[src/rtl/sample_sched_pkg.sv]
// Shared definitions for the sample scheduler.
//   CH_NUM_MAX : largest supported channel count
//   ch_w(n)    : channel index width for n channels, at least 1 bit
package sample_sched_pkg;

  localparam int CH_NUM_MAX = 16;

  function automatic int ch_w(input int n);
    return (n <= 2) ? 1 : $clog2(n);
  endfunction

endpackage

[src/rtl/sample_sched_rr_arbiter.sv]
// Combinational round-robin priority rotate.
// Picks the first requesting index at or after ptr, wrapping modulo N.
//   req       : request vector, one bit per channel
//   ptr       : starting index for the search (must be < N)
//   en        : qualifies the grant; no grant when low
//   gnt_idx   : granted index (0 when gnt_valid is low)
//   gnt_valid : a grant was made
module rr_arbiter
  import sample_sched_pkg::*;
#(
  parameter int N  = 4,
  parameter int CW = ch_w(N)
) (
  input  logic [N-1:0]  req,
  input  logic [CW-1:0] ptr,
  input  logic          en,
  output logic [CW-1:0] gnt_idx,
  output logic          gnt_valid
);

  function automatic logic [CW-1:0] rot(input logic [CW-1:0] p, input int off);
    int s;
    s = int'(p) + off;
    if (s >= N) s = s - N;
    return CW'(s);
  endfunction

  // Walk offsets from far to near so the nearest requester wins last.
  always_comb begin
    gnt_idx   = '0;
    gnt_valid = 1'b0;
    for (int i = N - 1; i >= 0; i--) begin
      if (en && req[rot(ptr, i)]) begin
        gnt_idx   = rot(ptr, i);
        gnt_valid = 1'b1;
      end
    end
  end

endmodule

[src/rtl/sample_sched.sv]
// Round-robin sample scheduler: one tagged input stream updates per-channel
// sample-and-hold registers; a single registered output stream emits the
// newest value of each eligible channel in round-robin order.
//   clk, rst            : clock, synchronous active-high reset
//   din_data            : {ch, value}, ch in the CH_W MSBs
//   din_valid/din_ready : input handshake, ready is always 1
//   dout_data           : {ch, value}, fully registered
//   dout_valid/ready    : output handshake
module sample_sched
  import sample_sched_pkg::*;
#(
  parameter int            CH_NUM     = 4,
  parameter int            W          = 8,
  parameter bit            HOLD       = 1'b1,
  parameter logic [W-1:0]  INIT       = '0,
  parameter bit            INIT_VALID = 1'b0,
  parameter int            CW         = ch_w(CH_NUM)
) (
  input  logic            clk,
  input  logic            rst,
  input  logic [CW+W-1:0] din_data,
  input  logic            din_valid,
  output logic            din_ready,
  output logic [CW+W-1:0] dout_data,
  output logic            dout_valid,
  input  logic            dout_ready
);

  logic [W-1:0]      val [CH_NUM];
  logic [CH_NUM-1:0] vld;
  logic [CH_NUM-1:0] fresh;
  logic [CW-1:0]     ptr;

  logic [CW-1:0]     din_ch;
  logic [W-1:0]      din_val;
  logic              din_hit;
  logic [CH_NUM-1:0] din_onehot;
  logic [CH_NUM-1:0] req;
  logic              out_free;
  logic [CW-1:0]     gnt_idx;
  logic              gnt_valid;
  logic [W-1:0]      gnt_val;

  assign din_ready = 1'b1;
  assign din_ch    = din_data[CW+W-1:W];
  assign din_val   = din_data[W-1:0];
  assign din_hit   = din_valid && (int'(din_ch) < CH_NUM);

  always_comb begin
    din_onehot = '0;
    for (int i = 0; i < CH_NUM; i++) begin
      if (din_hit && din_ch == CW'(i)) din_onehot[i] = 1'b1;
    end
  end

  // The incoming beat's channel is eligible in the same cycle so a write to
  // an idle scheduler reaches dout one cycle later.
  assign req      = (HOLD ? fresh : vld) | din_onehot;
  assign out_free = !dout_valid || dout_ready;

  rr_arbiter #(.N(CH_NUM), .CW(CW)) u_arb (
    .req       (req),
    .ptr       (ptr),
    .en        (out_free),
    .gnt_idx   (gnt_idx),
    .gnt_valid (gnt_valid)
  );

  // Bypass: a simultaneous write to the granted channel is what goes out.
  assign gnt_val = (din_hit && din_ch == gnt_idx) ? din_val : val[gnt_idx];

  always_ff @(posedge clk) begin
    if (rst) begin
      for (int i = 0; i < CH_NUM; i++) val[i] <= INIT;
      vld        <= {CH_NUM{INIT_VALID}};
      fresh      <= {CH_NUM{INIT_VALID}};
      ptr        <= '0;
      dout_valid <= 1'b0;
      dout_data  <= '0;
    end else begin
      if (din_hit) begin
        val[din_ch]   <= din_val;
        vld[din_ch]   <= 1'b1;
        fresh[din_ch] <= 1'b1;
      end
      if (out_free) begin
        if (gnt_valid) begin
          dout_data  <= {gnt_idx, gnt_val};
          dout_valid <= 1'b1;
          // Placed after the write so a bypassed channel ends up not fresh.
          fresh[gnt_idx] <= 1'b0;
          ptr <= (gnt_idx == CW'(CH_NUM - 1)) ? '0 : gnt_idx + 1'b1;
        end else begin
          dout_valid <= 1'b0;
        end
      end
    end
  end

endmodule

[config.mk]
export PLATFORM = sky130hd
export DESIGN_NAME = sample_sched
export DESIGN_NICKNAME = d
export VERILOG_FILES = /design/src/rtl/sample_sched_pkg.sv /design/src/rtl/sample_sched_rr_arbiter.sv /design/src/rtl/sample_sched.sv
export SDC_FILE = /design/constraint.sdc
export NUM_CORES = 1
export LEC_CHECK = 0
export ABC_AREA = 1
export BUFFER_PORTS_ARGS = -buffer_cell sky130_fd_sc_hd__buf_4
export CORE_MARGIN = 2
export CORE_UTILIZATION = 40
export CTS_BUF_LIST = sky130_fd_sc_hd__clkbuf_8
export CTS_CLUSTER_DIAMETER = 40
export DETAILED_ROUTE_END_ITERATION = 7
export GPL_TIMING_DRIVEN = 0
export PLACE_DENSITY = 0.7
export SLEW_MARGIN = 20
export SYNTH_ARGS = -nofsm -noshare
export SYNTH_HDL_FRONTEND = slang
export SYNTH_SLANG_ARGS = --single-unit
[constraint.sdc]
create_clock -name clk -period 4.1 [get_ports clk]
set_clock_uncertainty 0.05 [all_clocks]
set_input_delay 0.41 -clock clk [delete_from_list [all_inputs] [get_ports clk]]
set_output_delay 0.41 -clock clk [all_outputs]
set_load 0.02 [all_outputs]
* Word-level counts from Yosys, hierarchy flattened
Memory sizes are Yosys's and may differ from the RTL's. A register that Yosys moved wholly into a read port is not among the register bits.
Cells that the tools add are included.
** Storage, ports and cells
- Bits in registers :: 17
- Memory bits (writable) :: 32
- Input port bits :: 14
- Output and inout bits :: 12
- Logic and storage cells :: 93
- Memories :: 1
** Memory list
- val :: depth 4, bits a word 8, rd ports 1, clocked after memory_dff 1, wr ports 4, line sample_sched.sv:29 : logic [W-1:0] val [CH_NUM];
** Operators by class
- Add/sub/neg operators :: 8
- $lt $le $gt $ge :: 12
- Eq/ne operators :: 5
- Muxes and demuxes :: 43
- Bitwise gates (word level) :: 4
- Reduce and logical (&&, ||, !) cells :: 16
** Operator list (number)
- $mux W1 :: 21
- $mux W2 :: 10
- $lt A2 B3 Y1 const B :: 6
- $mux W4 :: 4
- $mux W8 :: 2
- $logic_and A1 B1 Y1 :: 11
- $ge A3 B3 Y1 const B :: 3
- $bmux W1 S2 :: 4
- $or A4 B4 Y4 :: 2
- $reduce_or A8 Y1 :: 1
- $sub A2 B1 Y2 const B :: 4
- $add A2 B2 Y3 const B :: 2
- $eq A2 B2 Y1 const B :: 3
- $and A4 B4 Y4 :: 1
- $demux W1 S2 :: 2
- $ge A2 B1 Y1 const B :: 2
- $not A4 Y4 :: 1
- $add A2 B1 Y3 const B :: 1
- $ge A2 B3 Y1 const B :: 1
- $add A2 B1 Y2 const B :: 1
- $eq A2 B1 Y1 const B :: 1
- $eq A2 B2 Y1 :: 1
- $logic_not A2 Y1 :: 1
- $reduce_and A2 Y1 :: 1
- 2 further kinds :: 2

* Logic depth before layout (Yosys ltp)
- Depth in word-level cells :: 19
- Mapped depth :: 19
- Gate-level depth less buffers :: 18

* Hierarchy
Synthesis repeated with hierarchy kept, for this count alone.
** Unflattened totals
- Cells, all modules :: 337
- Area, all modules :: 2746.4 sq um
** Modules (own cells, without submodules)
- sample_sched :: times used 1, cells an instance 282, area an instance 2487.4 sq um, seq. area each 1301.2 sq um
- rr_arbiter :: times used 1, cells an instance 55, area an instance 259.0 sq um, seq. area each 0.0 sq um

* Worst setup path after synthesis
OpenSTA, ideal clock, no wires.
- Kind :: input -> register
- Start point :: input din_data[9]
- End point :: register ptr[1]
- Library setup time :: 0.122 ns
- Arrival :: 1.928 ns
- Required time :: 3.928 ns
- Path slack :: 2.000 ns
- Stages :: 15
- Path buffers :: 2
- Cells stage by stage :: nor2_1 -> nand2_1 -> nand3_1 -> nand2_1 -> nand2_1 -> nand3_2 -> nand2_1 -> nand2_1 -> nand2_4 -> nand2_4 -> buf_6 -> buf_8 -> ha_1 -> o21ai_0 -> a21oi_1
** Between the ends
- Word-level cells in the longest chain between the ends :: 13
- Elaborated cells on any way between the ends :: 37
- Those cells by class :: add/sub (1); eq/ne (4); mux (21); bitwise (1); reduce/logical (10)
** RTL lines
- start: declaration :: line sample_sched.sv:21 : input logic [CW+W-1:0] din_data,
- $eq A2 B1 Y1, or another cell as far along :: line sample_sched.sv:52 : if (din_hit && din_ch == CW'(i)) din_onehot[i] = 1'b1;
- $logic_and A1 B1 Y1 :: line sample_sched.sv:52
- $mux W1 :: line sample_sched.sv:52
- $or A4 B4 Y4 * :: line sample_sched.sv:58 : assign req = (HOLD ? fresh : vld) | din_onehot;
- $bmux W1 S2 :: line sample_sched_rr_arbiter.sv:33 : if (en && req[rot(ptr, i)]) begin
- $mux W1 (not written as such) :: line sample_sched_rr_arbiter.sv:33
- $logic_and A1 B1 Y1 :: line sample_sched_rr_arbiter.sv:33
- $mux W2 (4 in a row) :: line sample_sched_rr_arbiter.sv:33
- $add A2 B1 Y2 or $eq A2 B2 Y1 (tied branches) :: line sample_sched.sv:92 : ptr <= (gnt_idx == CW'(CH_NUM - 1)) ? '0 : gnt_idx + 1'b1;
- $mux W2 :: line sample_sched.sv:92
- end signal: assignment :: line sample_sched.sv:92
- end: declaration :: line sample_sched.sv:32 : logic [CW-1:0] ptr;
Every way passes the cells marked *; elsewhere a longest branch is shown, timed or not. The select of a mux whose other input is x is not followed.
A chain may end at the register's enable or synchronous reset.

* Worst setup path after layout
- Start point :: register ptr[0]
- End point :: register dout_data[6], read port of val
** Between the ends
- Word-level cells in the longest chain between the ends :: 11
- Elaborated cells on any way between the ends :: 36
- Those cells by class :: add/sub (7); order compare (4); mux (20); reduce/logical (5)
** RTL lines
- $add A2 B2 Y3 :: line sample_sched_rr_arbiter.sv:23 : s = int'(p) + off;
- $ge A3 B3 Y1 or $sub A2 B1 Y2 (tied branches) :: line sample_sched_rr_arbiter.sv:24 : if (s >= N) s = s - N;
- $mux W2 :: line sample_sched_rr_arbiter.sv:24
- $bmux W1 S2 :: line sample_sched_rr_arbiter.sv:33
- $mux W1 (not written as such) :: line sample_sched_rr_arbiter.sv:33
- $logic_and A1 B1 Y1 :: line sample_sched_rr_arbiter.sv:33
- $mux W1 (4 in a row) :: line sample_sched_rr_arbiter.sv:33
- $reduce_and A2 Y1 (no source line)
- end: declaration :: line sample_sched.sv:24 : output logic [CW+W-1:0] dout_data,
Parallel ways exist; a longest one is shown, timed or not. The select of a mux whose other input is x is not followed.

==> metrics.txt <==
Max Transition Viols Final 0; class of the worst hold path input port to flip-flop; CTS Sinks 49; Worst Path Max Fanout 10; crit-path max cell delay between 0.3 and 0.4 ns; Placed Area approximately 2800 sq um; Final Net Count around 370; Yosys reg bits 49; layout cells sized above 1 0.152; GRT Total Usage 0.179; R2R Setup Slk approximately 1.7 ns; Async SR Flop Fraction 0; Die Wd ~84 um; Max transition margin 0.443; WL met3 325 um; core area roughly 6300 sq um; CP cell instances buf_4 > inv_1 > nand3_1 > nand2_1 > nand2_1 > nand3_2 > nand2_1 > inv_1 > nand2_1 > nand2_1 > nand2_1 > inv_1 > buf_2 > nand3_1 > nand2_1 > nor2_1 > nor2_1 > nor2_1; sum of buffers and inverters on the critical path 5; Core Util, Final 0.467; fin area a little under 3000 sq um; CTS tree done; cts repair resizes 0; cell area after synthesis 2580 sq um; clock transition at the registers of the reported paths 0.09 ns; RSZ-0062 raised after global routing no; GRT overflow 0; CTS Buffer Depth 2; Die ar. around 7100 sq um; Die H around 84 um; slowest stage cell, crit path dfxtp_1; HPWL after DPL roughly 4400 um; sum of negative setup slack 0 ns; Setup violations, final 0; top_reg_cell synth edfxtp_1; status completed; Worst-Margin Slew 0.832 ns; Top delay family on crit path simple AND/OR/NAND/NOR gates; Via density a little over 5; antenna-violating nets left 0; area grow syn2layout 13.8%; initial antenna violation count 0; Startpoint Class flip-flop; Max VDD drop between 0.3 and 0.4 mV; post-CTS setup buffer count 0; vias in the first global route 2185; largest net degree at the start of global routing 16; first-pass GRT wire length around 10000 um; Fmax 0.422 GHz; FILL cells around 620; max-cap violation count 0; Rows 29; power density over the cells 822 nW/um^2; Routed WL ~6000 um; cell mode on critical path nand2_1; Post-CTS Hold Buffers 0; Synth Instances roughly 330; Top Metal Used met4; Skew-Pair Late Insertion Delay 0.30 ns; CTS root buffer clkbuf_8; initial DRC count ~180; Worst Setup Path Type flip-flop to flip-flop; CP arrival between 2 and 3 ns; drt drc 0; final hold violation count 0; Crit. End Element flip-flop; I/O pin cnt 26; Netlist cell types 29; number of vias in the routed layout between 2000 and 2500; H-tree depth 2; fin crit share 0.578; Initial Util 0.411; WL/cell 13.6 um; required time worst endpoint 4.25 ns; DRT Pass-1 Iters 4; Pleak about 0.0014 uW; number of synthesized flops with an enable pin 32; Avg Cell Area, Syn between 7 and 8 sq um; post-route minimum period about 2.4 ns; syn_nets ~340; Ys Warns 0; ant diodes 0; met2 wire length roughly 2900 um; routability cong. ~0.83; M1 WL between 2000 and 2500 um; total CTS buffers 5; sequential area share after synthesis 0.505; Port Buf Inserts 23
final timing paths:
kind / start / end / cells after the start
worst max register to register: ptr[0]$_SDFFE_PP0P_ / dout_data[6]$_SDFFE_PP0P_ / 18
worst min register to register: fresh[0]$_SDFF_PP0_ / fresh[0]$_SDFF_PP0_ / 2
worst max-delay path: ptr[0]$_SDFFE_PP0P_ / dout_data[6]$_SDFFE_PP0P_ / 18
worst min-delay path: din_data[3] / val[3][3]$_DFFE_PP_ / 3
layer usage:
layer,vias to the layer above,global-route usage
met5,-,0
met4,0,0.0836
met3,14,0.0383
met2,50,0.302
met1,1017,0.218
li1,1113,-
kinds of logic (layout without fill, tap and decap cells):
group	after synthesis	in the layout	synth area share
adder cells (fa/ha/maj)	2	2	0.00970
AO/OA/AOI/OAI	22	22	0.0500
flip-flops	49	49	0.505
AND/OR/NAND/NOR	203	203	0.347
XOR/XNOR	1	1	0.00631
other	1	1	0.00145
buffers and inverters	47	78	0.0805
flip-flops by register name (all words and copies together) (netlist names):
signal and count:
val 32, dout_data 10, fresh 4, ptr 2, dout_valid 1
cell usage in the layout, fill, tap and decap left out, types with 2 or more instances in the layout:
master,Yosys,routed
nand2_1,77,77
nor2_1,57,57
nand3_1,54,54
inv_1,34,34
edfxtp_1,32,32
buf_4,2,25
dfxtp_1,17,17
o21ai_0,11,11
a21oi_1,5,5
clkbuf_8,0,5
buf_2,4,4
nand3_2,3,3
nor2_2,3,3
clkbuf_1,3,3
nand2_4,3,3
inv_2,2,2
nand4_1,2,2
nand3b_1,2,2
a221oi_1,2,2
ha_1,2,2
cell usage after synthesis, types with 2 or more instances:
master,number,share of area
nand4_1,2,0.0049
nand3_2,3,0.012
buf_4,2,0.0058
nand2_1,77,0.11
nand3b_1,2,0.0058
inv_1,34,0.049
nor2_1,57,0.083
a21oi_1,5,0.0097
o21ai_0,11,0.021
nand2_4,3,0.013
dfxtp_1,17,0.13
a221oi_1,2,0.0068
buf_2,4,0.0078
edfxtp_1,32,0.37
ha_1,2,0.0097
nor2_2,3,0.0073
clkbuf_1,3,0.0044
nand3_1,54,0.10
inv_2,2,0.0029
cell type report:
cell class,count,area (sq um),area share
sequential,49,1300,0.443
multi-input combinational,229,1070,0.365
timing repair buffer,23,173,0.0588
inverter,36,135,0.0461
tap,77,96.3,0.0328
buffer,11,72.6,0.0247
clock buffer,5,68.8,0.0235
clock inverter,3,17.5,0.00597
stage by stage:
| step | hold slack (ns) | power [uW] | instances | setup slack, ns |
|---|---|---|---|---|
| 2_1_floorplan | 0.426 | 1760 | 325 | 2.00 |
| 3_3_place_gp | 0.437 | 2110 | 425 | 1.53 |
| 3_5_place_dp | 0.449 | 2150 | 425 | 1.51 |
| 4_1_cts | 0.421 | 2420 | 433 | 1.75 |
| 5_1_grt | 0.425 | 2670 | 433 | 1.45 |
| 6_report | 0.423 | 2410 | 433 | 1.73 |
worst register-to-register path, cell delays in order (launching register included):
cell     delay, ns
dfxtp_1       0.31
buf_4         0.16
inv_1         0.13
nand3_1       0.14
nand2_1       0.14
nand2_1       0.07
nand3_2       0.09
nand2_1       0.06
inv_1         0.04
nand2_1       0.04
nand2_1       0.07
nand2_1       0.13
inv_1         0.10
buf_2         0.24
nand3_1       0.16
nand2_1       0.10
nor2_1        0.04
nor2_1        0.15
nor2_1        0.05
where the power goes:
part	switching [uW]	leakage, uW	total, uW	internal, uW
Sequential	35.7	0.000456	647	611
Clock	160	0.0000401	277	117
Combinational	969	0.000879	1490	519
Total	1160	0.00138	2410	1250
Power figures use the tool's default switching activity.
